[config.mk]
export PLATFORM = sky130hd
export DESIGN_NAME = pipe_stall_ctrl
export DESIGN_NICKNAME = d
export VERILOG_FILES = /design/src/rtl/pipe_stall_ctrl.sv
export SDC_FILE = /design/constraint.sdc
export NUM_CORES = 1
export LEC_CHECK = 0
export CAP_MARGIN = 20
export CORE_MARGIN = 2
export CORE_UTILIZATION = 50
export DETAILED_ROUTE_END_ITERATION = 6
export DONT_BUFFER_PORTS = 1
export PLACE_DENSITY = 0.65
export SYNTH_ARGS = -nofsm -noshare
export SYNTH_HDL_FRONTEND = slang
export SYNTH_SLANG_ARGS = --single-unit
[constraint.sdc]
create_clock -name clk -period 3.62 [get_ports clk]
set_input_delay 0.543 -clock clk [delete_from_list [all_inputs] [get_ports clk]]
set_output_delay 0.543 -clock clk [all_outputs]
set_load 0.05 [all_outputs]
[src/rtl/pipe_stall_ctrl.sv]
// Central pipeline stall/flush controller: priority stall merge, multi-cycle EX
// sequencing, data-bus wait watchdog and saturating stall-cycle counter.
module pipe_stall_ctrl #(
    parameter int unsigned CNT_W   = 6,
    parameter int unsigned TIMEOUT = 255,
    parameter int unsigned PERF_W  = 32
) (
    input  logic              clk,
    input  logic              rst,
    input  logic              stallreq_if,
    input  logic              stallreq_id,
    input  logic              stallreq_ex,
    input  logic              mc_start,
    input  logic [CNT_W-1:0]  mc_cycles,
    input  logic              stallreq_mem,
    input  logic              flush_req,
    input  logic              perf_clr,
    output logic [5:0]        stall,
    output logic              flush,
    output logic              mc_busy,
    output logic              mc_done,
    output logic              bus_timeout,
    output logic [PERF_W-1:0] stall_cycles
);

    localparam int unsigned WD_W = (TIMEOUT > 1) ? $clog2(TIMEOUT) : 1;

    typedef enum logic [1:0] {
        IDLE = 2'd0,
        BUSY = 2'd1,
        DONE = 2'd2
    } state_t;

    state_t            state;
    logic [CNT_W-1:0]  cnt;
    logic [WD_W-1:0]   wd_cnt;
    logic              ex_stall;

    // Multi-cycle op sequencer; the counter runs regardless of which stall wins.
    always_ff @(posedge clk or negedge rst) begin
        if (!rst) begin
            state <= IDLE;
            cnt   <= '0;
        end else begin
            case (state)
                IDLE: begin
                    if (mc_start && !flush_req) begin
                        state <= BUSY;
                        cnt   <= (mc_cycles == '0) ? CNT_W'(1) : mc_cycles;
                    end
                end
                BUSY: begin
                    if (flush_req) begin
                        state <= IDLE;
                        cnt   <= '0;
                    end else begin
                        cnt <= cnt - CNT_W'(1);
                        if (cnt == CNT_W'(1)) begin
                            state <= DONE;
                        end
                    end
                end
                DONE:    state <= IDLE;
                default: state <= IDLE;
            endcase
        end
    end

    assign ex_stall = stallreq_ex
                    | ((state == IDLE) & mc_start & !flush_req)
                    | (state == BUSY);

    assign mc_busy = (state == BUSY);
    // A flush landing on the completion cycle cancels the result.
    assign mc_done = (state == DONE) & !flush_req;

    // Priority merge; forced quiet while reset is asserted.
    always_comb begin
        stall = 6'b000000;
        flush = 1'b0;
        if (!rst) begin
            stall = 6'b000000;
        end else if (flush_req) begin
            flush = 1'b1;
        end else if (stallreq_mem) begin
            stall = 6'b011111;
        end else if (ex_stall) begin
            stall = 6'b001111;
        end else if (stallreq_id) begin
            stall = 6'b000111;
        end else if (stallreq_if) begin
            stall = 6'b000011;
        end
    end

    // Data-bus watchdog: wraps to zero on expiry and keeps counting.
    always_ff @(posedge clk or negedge rst) begin
        if (!rst) begin
            wd_cnt      <= '0;
            bus_timeout <= 1'b0;
        end else if (!stallreq_mem || flush_req) begin
            wd_cnt      <= '0;
            bus_timeout <= 1'b0;
        end else if (wd_cnt == WD_W'(TIMEOUT - 1)) begin
            wd_cnt      <= '0;
            bus_timeout <= 1'b1;
        end else begin
            wd_cnt      <= wd_cnt + WD_W'(1);
            bus_timeout <= 1'b0;
        end
    end

    always_ff @(posedge clk or negedge rst) begin
        if (!rst) begin
            stall_cycles <= '0;
        end else if (perf_clr) begin
            stall_cycles <= '0;
        end else if (stall[0] && (stall_cycles != {PERF_W{1'b1}})) begin
            stall_cycles <= stall_cycles + PERF_W'(1);
        end
    end

endmodule

After elaboration in Yosys (flattened, before gate mapping)
Cells that the tools add are included.
- register bits: 49
- input bits: 15
- output and inout bits: 42
- word-level logic and storage cells: 53
- add/sub/neg operators: 3
- equal/unequal tests: 7
- muxes and demuxes: 22
- bitwise gates (word level): 5
- reduce and logical (&&, ||, !) cells: 11
- operator list (cell ; count):
    two-way mux 32 bit ; 2
    adder 32 x 1 -> 32 bit, second input constant ; 1
    != test 32 bit, second input constant ; 1
    two-way mux 6 bit ; 3
    two-way mux 8 bit ; 2
    two-way mux 5 bit ; 3
    case mux 6 bit (2 select lines) ; 1
    adder 8 x 1 -> 8 bit, second input constant ; 1
    equality test 8 bit, second input constant ; 1
    two-way mux 2 bit ; 4
    equality test 6 x 1 -> 1 bit, second input constant ; 1
    logical NOT 6 bit ; 1
    subtractor 6 x 1 -> 6 bit, second input constant ; 1
    two-way mux 1 bit ; 4
    two-way mux 4 bit ; 1
    case mux 2 bit (2 select lines) ; 1
    AND reduction 2 bit ; 2
    nonzero test 2 bit ; 2
    bitwise AND 1 bit ; 3
    two-way mux 3 bit ; 1
    != test 3 x 2 -> 1 bit, second input constant ; 1
    equality test 2 x 1 -> 1 bit, second input constant ; 1
    equality test 2 bit, second input constant ; 1
    logical AND 1 bit ; 2
    other kinds (5) ; 7

Longest topological paths before layout
Gate-level depths: netlist of run 1.
- depth in word-level cells: 12
- gate-level depth with buffers: 8
- gate-level depth less buffers: 7

Least setup slack after synthesis of run 1
Ideal clock, no wire load.
- path type: input port to output port
- start: input port flush_req
- end: output port stall[2]
- arrival time: 2051 ps
- required time: 3077 ps
- setup slack: 1026 ps
- stages on the path: 5
- path buffers: 2
- cells stage by stage: nand2b_1 -> a21o_1 -> buf_6 -> clkbuf_1 -> a31oi_1
- cells in the longest elaborated chain, start to end: 8
- ends and longest elaborated chain (element ; RTL line ; source):
    from (decl) ; 16 ; input logic flush_req,
    logical NOT 1 bit ; 70 ; | ((state == IDLE) & mc_start & !flush_req)
    bitwise AND 1 bit ; 70 ;
    OR 1 bit ; 70 ;
    OR 1 bit ; 71 ; | (state == BUSY);
    two-way mux 4 bit ; 87 ; end else if (ex_stall) begin
    two-way mux 5 bit ; 85 ; end else if (stallreq_mem) begin
    two-way mux 5 bit (*) ; 83 ; end else if (flush_req) begin
    two-way mux 5 bit (*) ; 81 ; if (!rst) begin
    to (decl) ; 18 ; output logic [5:0] stall,
Mark *: on every way between the ends. The rest lies on a longest branch, timed or not.

Worst setup path in the final report of run 1
- start: register stall_cycles[0]
- end: register stall_cycles[20]
- cells in the longest elaborated chain, start to end: 3
- elaborated cells on any way between the ends: 6
- those cells by class: add/sub (1); eq/ne (1); mux (2); reduce/logical (2)
- ends and longest elaborated chain (element ; RTL line ; source):
    from (decl) ; 23 ; output logic [PERF_W-1:0] stall_cycles
    from (signal assigned) ; 119 ; stall_cycles <= stall_cycles + PERF_W'(1);
    adder 32 x 1 -> 32 bit or != test 32 bit (tied branches) ; 119, 118 ;
    two-way mux 32 bit or logical AND 1 bit (tied branches) ; 118 ; end else if (stall[0] && (stall_cycles != {PERF_W{1'b1}})) begin
    two-way mux 32 bit or nonzero test 2 bit (tied branches) ; -- ;
Several ways; a longest one is shown, not always the timed one. The select of a mux whose other input is x is not followed.
A chain may end at the register's enable or synchronous reset.

==> metrics.md, run 1 <==
| Metric | Value |
|---|---|
| Status | finished clean |
| Arrival time of data at the critical path endpoint | 2780 ps |
| Max-slew violation total from the final report | 0 |
| Drt drc | 0 |
| # diodes | 0 |
| Reg-to-Reg End | stall_cycles[20] |
| Post-synth EDFFs | 0 |
| Count of final hold-check violations | 0 |
| Leading area contributor after synthesis | sky130_fd_sc_hd__dfrtp_1 |
| TritonCTS Sinks | 49 |
| Initial antenna violation count | 0 |
| Worst slew slack as a fraction of its limit | 0.3842 |
| Deepest clock path buffer count | 2 |
| Number of top-level pins | between 50 and 60 |
| Timing-limited maximum frequency | 391.5 MHz |
| Sequential-to-total area share from yosys stat | 0.4211 |
| Final TNS setup | 0 ps |
| Clock transition at the registers of the reported paths | around 90 ps |
| Total leakage power | 1.309 nW |
| Share of post-route cells with drive strength above 1 | 0.1614 |
| Total congestion overflow after global routing | 0 |
| Total of max-cap violations | 0 |
| Final setup vio count | 0 |
| Initial DRC count | 116 |
| Flops & latches, synth | 49 |
| Net count, final | 304 |
| CTS root buffer | sky130_fd_sc_hd__clkbuf_8 |
| Maximum fanout count along the critical path | 12 |
| Insertion delay of the later-clocked pin in the worst-skew pair | 300 ps |
| Synthesized instance count | 286 |
| Average cell area after synthesis | ~10 um^2 |
| Horiz. Die Dim | 80.31 um |
| Core Footprint | 5574 um^2 |
| Hold/Removal Path Class | in2async |
| Initial Utilization | 0.5223 |
| Die footprint | 6450 um^2 |
| Number of rows in the core area | 27 |
| Vias per Instance | 5.675 |
| Worst Setup End Kind | register |
| Required @ worst endpoint | 3840 ps |
| Count of different cell masters after synthesis | 52 |
| Die height | 80.31 um |
| Setup clock skew after layout | a little under 6 ps |
| Synth area leaders | sky130_fd_sc_hd__dfrtp_1, sky130_fd_sc_hd__xor2_1, sky130_fd_sc_hd__nor2_1 |
| Post-synthesis instance area | 2912 um^2 |
| Layout Area Growth over Synthesis | 6.403% |
| Vias in the first global route | 1962 |
| PnR Total Power | roughly 1.1 mW |
| Wire length per cell after detailed routing | 16.38 um |
| DRT antenna net count | 0 |
| Warnings from Yosys | 0 |
| Largest net degree at the start of global routing | 50 |
| Clock period minus final worst setup slack | 2554 ps |
| Post-detail-place hpwl | 4087 um |
| Wire length of the first global-routing pass | 9770 um |
| Iteration count of the initial detailed-routing pass | 4 |
| Slew at the pin closest to its max-slew limit | 921.6 ps |
| Final period utilization | 0.7056 |
| Launching point of the worst reg2reg path | stall_cycles[0] |
| Syn nets | 306 |
| Depth of the CTS H-tree | 2 |
| Primary FF master, synth | sky130_fd_sc_hd__dfrtp_1 |
| Pwr per Cell Area | 360.4 nW/um^2 |
| Post-synthesis async set-or-reset flop share | 1.000 |
| Filler instances | 510 |
| GP Congestion | 0.8000 |
| Register-to-Register Path Depth | 7 |
| Maximum resistive drop on vdd | around 170 uV |
| CTS tree | done |
| Number of port buffers | 0 |
| Total global-route track usage | 0.1943 |
| Total Routed Length | 5846 um |
| CTS Buf Count | 5 |
| Routed via count | 2026 |
| Post-CTS resize count | 0 |
| Final WS setup | roughly 1100 ps |
| Place WS | 1069 ps |
| Crit start category | register |
| Area fraction of the dominant cell type after synthesis | 0.4211 |
| Critical Setup Path Class | reg2reg |
| Reg-to-reg slack, setup | 1070 ps |
| Unrepaired setup endpoints after global routing | false |
==> cells in the mapped netlist (all sizes together) (2+ instances only) <==
cell type,number
dfrtp,49
nor2,47
nand3,29
xor2,26
nand4,15
and3,12
a21oi,11
xnor2,10
inv,9
nand2,9
o21ai,7
buf,6
clkbuf,6
nor3,6
nor4b,6
ha,5
nor3b,4
nor4,4
a32oi,3
and2,3
nand2b,3
a211oi,2
==> stage by stage <==
stage	instance area (um^2)	util	instances	hold slack [ps]
finish	3098	0.5558	357	82.77
global route	3098	0.5558	357	95.31
CTS	3098	0.5558	357	91.32
detailed placement	2954	0.5300	348	249.0
global placement	2954	0.5300	348	249.0
floorplan	2912	-	286	247.4
==> cell families (layout without fill, tap and decap cells) <==
logic type	count (synthesis)	after routing	share of synthesized area
and+or+nand+nor	145	145	0.3417
DFF	49	49	0.4211
xor gates and xnor gates	36	36	0.1083
AOI/OAI and AO/OA	28	28	0.06533
buffers and inverters	21	20	0.03739
adders and majority gates	5	5	0.02149
other	1	1	0.001288
muxes	1	1	0.003438
==> final cells by class <==
class	count	area [um^2]	share of cell area
flip-flops and latches	49	1226	0.3958
clock buffers	7	86.33	0.02787
multi-input cells	216	1589	0.5129
inverters	9	33.78	0.01090
well taps	72	90.09	0.02908
repair buffers	3	42.54	0.01373
clock inverters	1	30.03	0.009693
==> critical path, stage by stage, from the launching register on <==
cell	delay, ps
sky130_fd_sc_hd__dfrtp_1	690
sky130_fd_sc_hd__ha_1	260
sky130_fd_sc_hd__and2_1	240
sky130_fd_sc_hd__nand3_4	120
sky130_fd_sc_hd__a211oi_4	530
sky130_fd_sc_hd__nand3_1	150
sky130_fd_sc_hd__or3_1	330
sky130_fd_sc_hd__a21oi_1	140
==> cell usage in the layout, fill, tap and decap left out, types with 2 or more instances in the layout <==
master                     synthesis  layout
sky130_fd_sc_hd__clkbuf_8          0       6
sky130_fd_sc_hd__dfrtp_1          49      49
sky130_fd_sc_hd__nor3_2            2       2
sky130_fd_sc_hd__xor2_1           26      26
sky130_fd_sc_hd__nand3_2           7       7
sky130_fd_sc_hd__o21ai_0           7       7
sky130_fd_sc_hd__a32oi_1           3       3
sky130_fd_sc_hd__nor3b_1           3       2
sky130_fd_sc_hd__nor2_1           45      45
sky130_fd_sc_hd__buf_4             4       2
sky130_fd_sc_hd__nor3b_2           1       2
sky130_fd_sc_hd__ha_1              5       5
sky130_fd_sc_hd__nand4_4           2       2
sky130_fd_sc_hd__and2_1            3       3
sky130_fd_sc_hd__nand2_1           8       8
sky130_fd_sc_hd__nand4_1          10      10
sky130_fd_sc_hd__nor4_1            2       2
sky130_fd_sc_hd__nor4_4            2       2
sky130_fd_sc_hd__nor4b_2           4       4
sky130_fd_sc_hd__xnor2_1          10      10
sky130_fd_sc_hd__nand3_1          20      20
sky130_fd_sc_hd__nor4b_4           2       2
sky130_fd_sc_hd__inv_1             8       8
sky130_fd_sc_hd__nor3_1            4       4
sky130_fd_sc_hd__and3_1           11      11
sky130_fd_sc_hd__nand4_2           3       3
sky130_fd_sc_hd__a21oi_1           9       9
sky130_fd_sc_hd__nand2b_1          3       3
sky130_fd_sc_hd__nand3_4           2       2
==> sequential cells by signal, indices dropped and copies added, names as in the netlist <==
signal        count
bus_timeout       1
state             2
stall_cycles     32
wd_cnt            8
cnt               6
==> worst max path at each step <==
stage / to / from / cells after the start
2_1_floorplan: stall[2] / flush_req / 5
3_3_place_gp: stall_cycles[20] / stall_cycles[0] / 7
3_5_place_dp: stall_cycles[20] / stall_cycles[0] / 7
4_1_cts: stall_cycles[20] / stall_cycles[0] / 7
5_1_grt: stall_cycles[20] / stall_cycles[1] / 7
6_report: stall_cycles[20] / stall_cycles[0] / 7
==> per-layer routing <==
| layer | vias up | part of all wire | GRT usage | routed length [um] |
|---|---|---|---|---|
| met5 | - | 0 | 0 | 0 |
| li1 | 989 | - | - | - |
| met1 | 991 | 0.49 | 0.2861 | 2881 |
| met4 | 0 | 0.0063 | 0.04068 | 37 |
| met3 | 4 | 0.054 | 0.05506 | 315 |
| met2 | 42 | 0.45 | 0.2850 | 2612 |
==> power by group <==
group / leakage [nW] / internal [mW] / switching (mW)
sequential: 0.670 / 0.566 / 0.0268
clock: 0.0585 / 0.225 / 0.178
combinational: 0.581 / 0.0385 / 0.0816
==> what timing repair did <==
item | in CTS | in global routing
hold buffers | 1 | 0
hold endpoints to repair | 49 | 0
setup buffers | 0 | 0
No activity file was read; power rests on OpenSTA's default activity.
==> run 2, diff against run 1 <==
--- a/config.mk
+++ b/config.mk
@@ -10,7 +10,7 @@
 export CORE_UTILIZATION = 50
 export DETAILED_ROUTE_END_ITERATION = 6
 export DONT_BUFFER_PORTS = 1
-export PLACE_DENSITY = 0.65
+export PLACE_DENSITY = 0.68
 export SYNTH_ARGS = -nofsm -noshare
 export SYNTH_HDL_FRONTEND = slang
 export SYNTH_SLANG_ARGS = --single-unit
==> constraint.sdc (replaced) <==
create_clock -name clk -period 2.3 [get_ports clk]
set_input_delay 0.345 -clock clk [delete_from_list [all_inputs] [get_ports clk]]
set_output_delay 0.345 -clock clk [all_outputs]
set_load 0.05 [all_outputs]
==> metrics.md, run 2 (synthesis gave the netlist of run 1 again) <==
| Metric | Value |
|---|---|
| Status | finished clean |
| Met1 routing resource usage after global routing | 0.2624 (-0.02369) |
| Initial Utilization | 0.5223 (unchanged) |
| Timing-limited maximum frequency | between 400 and 500 MHz |
| Internal power consumption | 1.315 mW (+58%) |
| Die height | 80.31 um (unchanged) |
| Number of port buffers | 0 (unchanged) |
| CTS root buffer | sky130_fd_sc_hd__clkbuf_8 |
| Highest-count cells in the layout ignoring fill and taps | sky130_fd_sc_hd__dfrtp_1, sky130_fd_sc_hd__nor2_1, sky130_fd_sc_hd__buf_4 |
| Horiz. Die Dim | 80.31 um (unchanged) |
| CTS Buf Count | 5 (unchanged) |
| List of cells traversed by the critical path | inv_2 > a21o_1 > a21oi_4 > buf_4 |
| Peak-usage layer in the global routing report | met2 |
| WHS | 98.30 ps (+15.53 ps) |
| Initial antenna violation count | 0 (unchanged) |
| Largest net degree at the start of global routing | 50 (unchanged) |
| Clock period minus final worst setup slack | 2066 ps |
| Slew at the pin closest to its max-slew limit | 495.8 ps (-425.8 ps) |
| Wire length per cell after detailed routing | 15.48 um (-5.5%) |
| Die footprint | 6450 um^2 (unchanged) |
| Delay of the slowest critical-path stage | 410 ps (-280 ps) |
| Sequential Power Share | 0.521 (-0.010) |
| Final setup vio count | 0 (unchanged) |
| Total of max-cap violations | 0 (unchanged) |
| Drt drc | 0 (unchanged) |
| Clock share of power | 0.361 (about the same) |
| Layout Area Growth over Synthesis | 16.54% |
| Final period utilization | 0.8983 |
| Vias per Instance | 5.626 (-0.86%) |
| GP Congestion | 0.8804 (+10%) |
| Power share of the combinational group | 0.119 (+0.011) |
| Maximum resistive drop on vdd | 311.1 uV (+79%) |
| Depth of the CTS H-tree | 2 (unchanged) |
| Insertion delay of the later-clocked pin in the worst-skew pair | 300 ps (about the same) |
| Worst Setup End Kind | output pin |
| Number of top-level pins | 57 (unchanged) |
| Iteration count of the initial detailed-routing pass | 4 (unchanged) |
| Vias in the first global route | 2278 (+16%) |
| Required @ worst endpoint | 1960 ps (-1880 ps) |
| Number of rows in the core area | 27 (unchanged) |
| Clock transition at the registers of the reported paths | 90 ps (about the same) |
| Cell with the biggest individual delay on the critical path | sky130_fd_sc_hd__dfrtp_1 |
| Met3 Usage GRT | 0.05506 (unchanged) |
| Arrival time of data at the critical path endpoint | 1720 ps (-1060 ps) |
| Core Footprint | 5574 um^2 (unchanged) |
| Sw Share | 0.2582 (+0.001879) |
| Share of post-route cells with drive strength above 1 | 0.2593 (+0.09786) |
| Pwr per Cell Area | 522.4 nW/um^2 (+45%) |
| Net Switching | 0.4578 mW (+60%) |
| Wire length of the first global-routing pass | 10530 um (+7.8%) |
| Total Routed Length | 6131 um (+4.9%) |
| Unrepaired setup endpoints after global routing | false |
| Largest registers in the final layout | stall_cycles (32), wd_cnt (8), cnt (6) |
| Register with the most flip-flops | stall_cycles |
| TritonCTS Sinks | 49 (unchanged) |
| Flip-flop count of the largest register, all copies and words added | 32 (unchanged) |
| Hold/Removal Path Class | in2reg |
| Total global-route track usage | 0.2080 (+0.01375) |
| Final TNS setup | 0 ps (unchanged) |
| Crit start category | register |
| Fraction of met2 tracks used by global routing | 0.3417 (+0.05667) |
| # diodes | 0 (unchanged) |
| Net count, final | 343 (+13%) |
| Most frequent standard cell in the layout excluding fill and tap cells | sky130_fd_sc_hd__dfrtp_1 |
| Initial DRC count | 101 (-13%) |
| Maximum fanout count along the critical path | 8 (-4) |
| Deepest clock path buffer count | 2 (unchanged) |
| Setup clock skew after layout | 4.440 ps (-1.484 ps) |
| Worst slew slack as a fraction of its limit | 0.6664 (+0.2822) |
| Count of final hold-check violations | 0 (unchanged) |
| Routed via count | 2228 (+10%) |
| Post-detail-place hpwl | 4451 um (+8.9%) |
| Max-slew violation total from the final report | 0 (unchanged) |
| CTS tree | done |
| Total congestion overflow after global routing | 0 (unchanged) |
| Total leakage power | 1.520 nW (+16%) |
| Setup Fix Bufs, Post-CTS | 0 (unchanged) |
| DRT antenna net count | 0 (unchanged) |
| Critical Setup Path Class | reg2out |
run 2: per-stage QoR:
step	total power [mW]	worst slack [ps]	cell area (um^2)	util	instances
2_1_floorplan	1.099	101.8	2912	-	286
3_3_place_gp	1.122	429.1	3239	0.5811	386
3_5_place_dp	1.126	358.5	3239	0.5811	386
4_1_cts	1.785	255.1	3393	0.6088	396
5_1_grt	1.846	136.7	3393	0.6088	396
6_report	1.773	233.9	3393	0.6088	396
run 2: cell type report:
cell class / instances / area [um^2]
Clock inverter: 1 / 30.03
Clock buffer: 7 / 86.33
Sequential cell: 49 / 1226
Timing Repair Buffer: 42 / 337.8
Inverter: 9 / 33.78
Multi-Input combinational cell: 216 / 1589
Fill cell: 492 / 2181
Tap cell: 72 / 90.09
run 2: path summary, 6_finish.rpt:
| path | startpoint | endpoint | slack, ps | depth (start not counted) |
|---|---|---|---|---|
| max | state[0] | stall[0] | 230 | 4 |
| min | perf_clr | stall_cycles[20] | 100 | 1 |
| max reg2reg | stall_cycles[17] | stall_cycles[29] | 370 | 7 |
| min reg2reg | state[1] | state[0] | 480 | 1 |
| max in group asynchronous | rst | wd_cnt[5] | 1490 | 2 |
| min in group asynchronous | rst | bus_timeout | 580 | 2 |
run 2: power groups by stage:
stage | registers [mW] | logic [mW] | clock network (mW)
2_1_floorplan | 0.941 | 0.158 | 0
3_3_place_gp | 0.940 | 0.182 | 0
3_5_place_dp | 0.941 | 0.185 | 0
4_1_cts | 0.923 | 0.211 | 0.651
5_1_grt | 0.930 | 0.234 | 0.682
6_report | 0.923 | 0.210 | 0.639
run 2: metal layers:
metal	vias up	routed length (um)	share of wire
met5	-	0	0
met4	0	87	0.014
met3	11	359	0.059
met2	47	2966	0.48
met1	1101	2718	0.44
li1	1069	-	-
run 2: worst max-delay path, delay by kind of cell (launching register included):
kind	cells	cell delay, ps
DFF	1	410
buffers and inverters	2	430
AOI/OAI and AO/OA	2	580
run 2: repair_timing:
| action | CTS | global route |
|---|---|---|
| setup endpoints to repair | 0 | 0 |
| hold buffers | 2 | 0 |
| gates resized for setup | 0 | 0 |
| endpoints found under the hold margin | 49 | 0 |
==> run 3, diff against run 2 <==
--- a/config.mk
+++ b/config.mk
@@ -8,6 +8,7 @@
 export CAP_MARGIN = 20
 export CORE_MARGIN = 2
 export CORE_UTILIZATION = 50
+export CTS_CLUSTER_SIZE = 30
 export DETAILED_ROUTE_END_ITERATION = 6
 export DONT_BUFFER_PORTS = 1
 export PLACE_DENSITY = 0.68
==> results of run 3 <==
No change in the layout: final DEF, timing and power equal those of run 2.
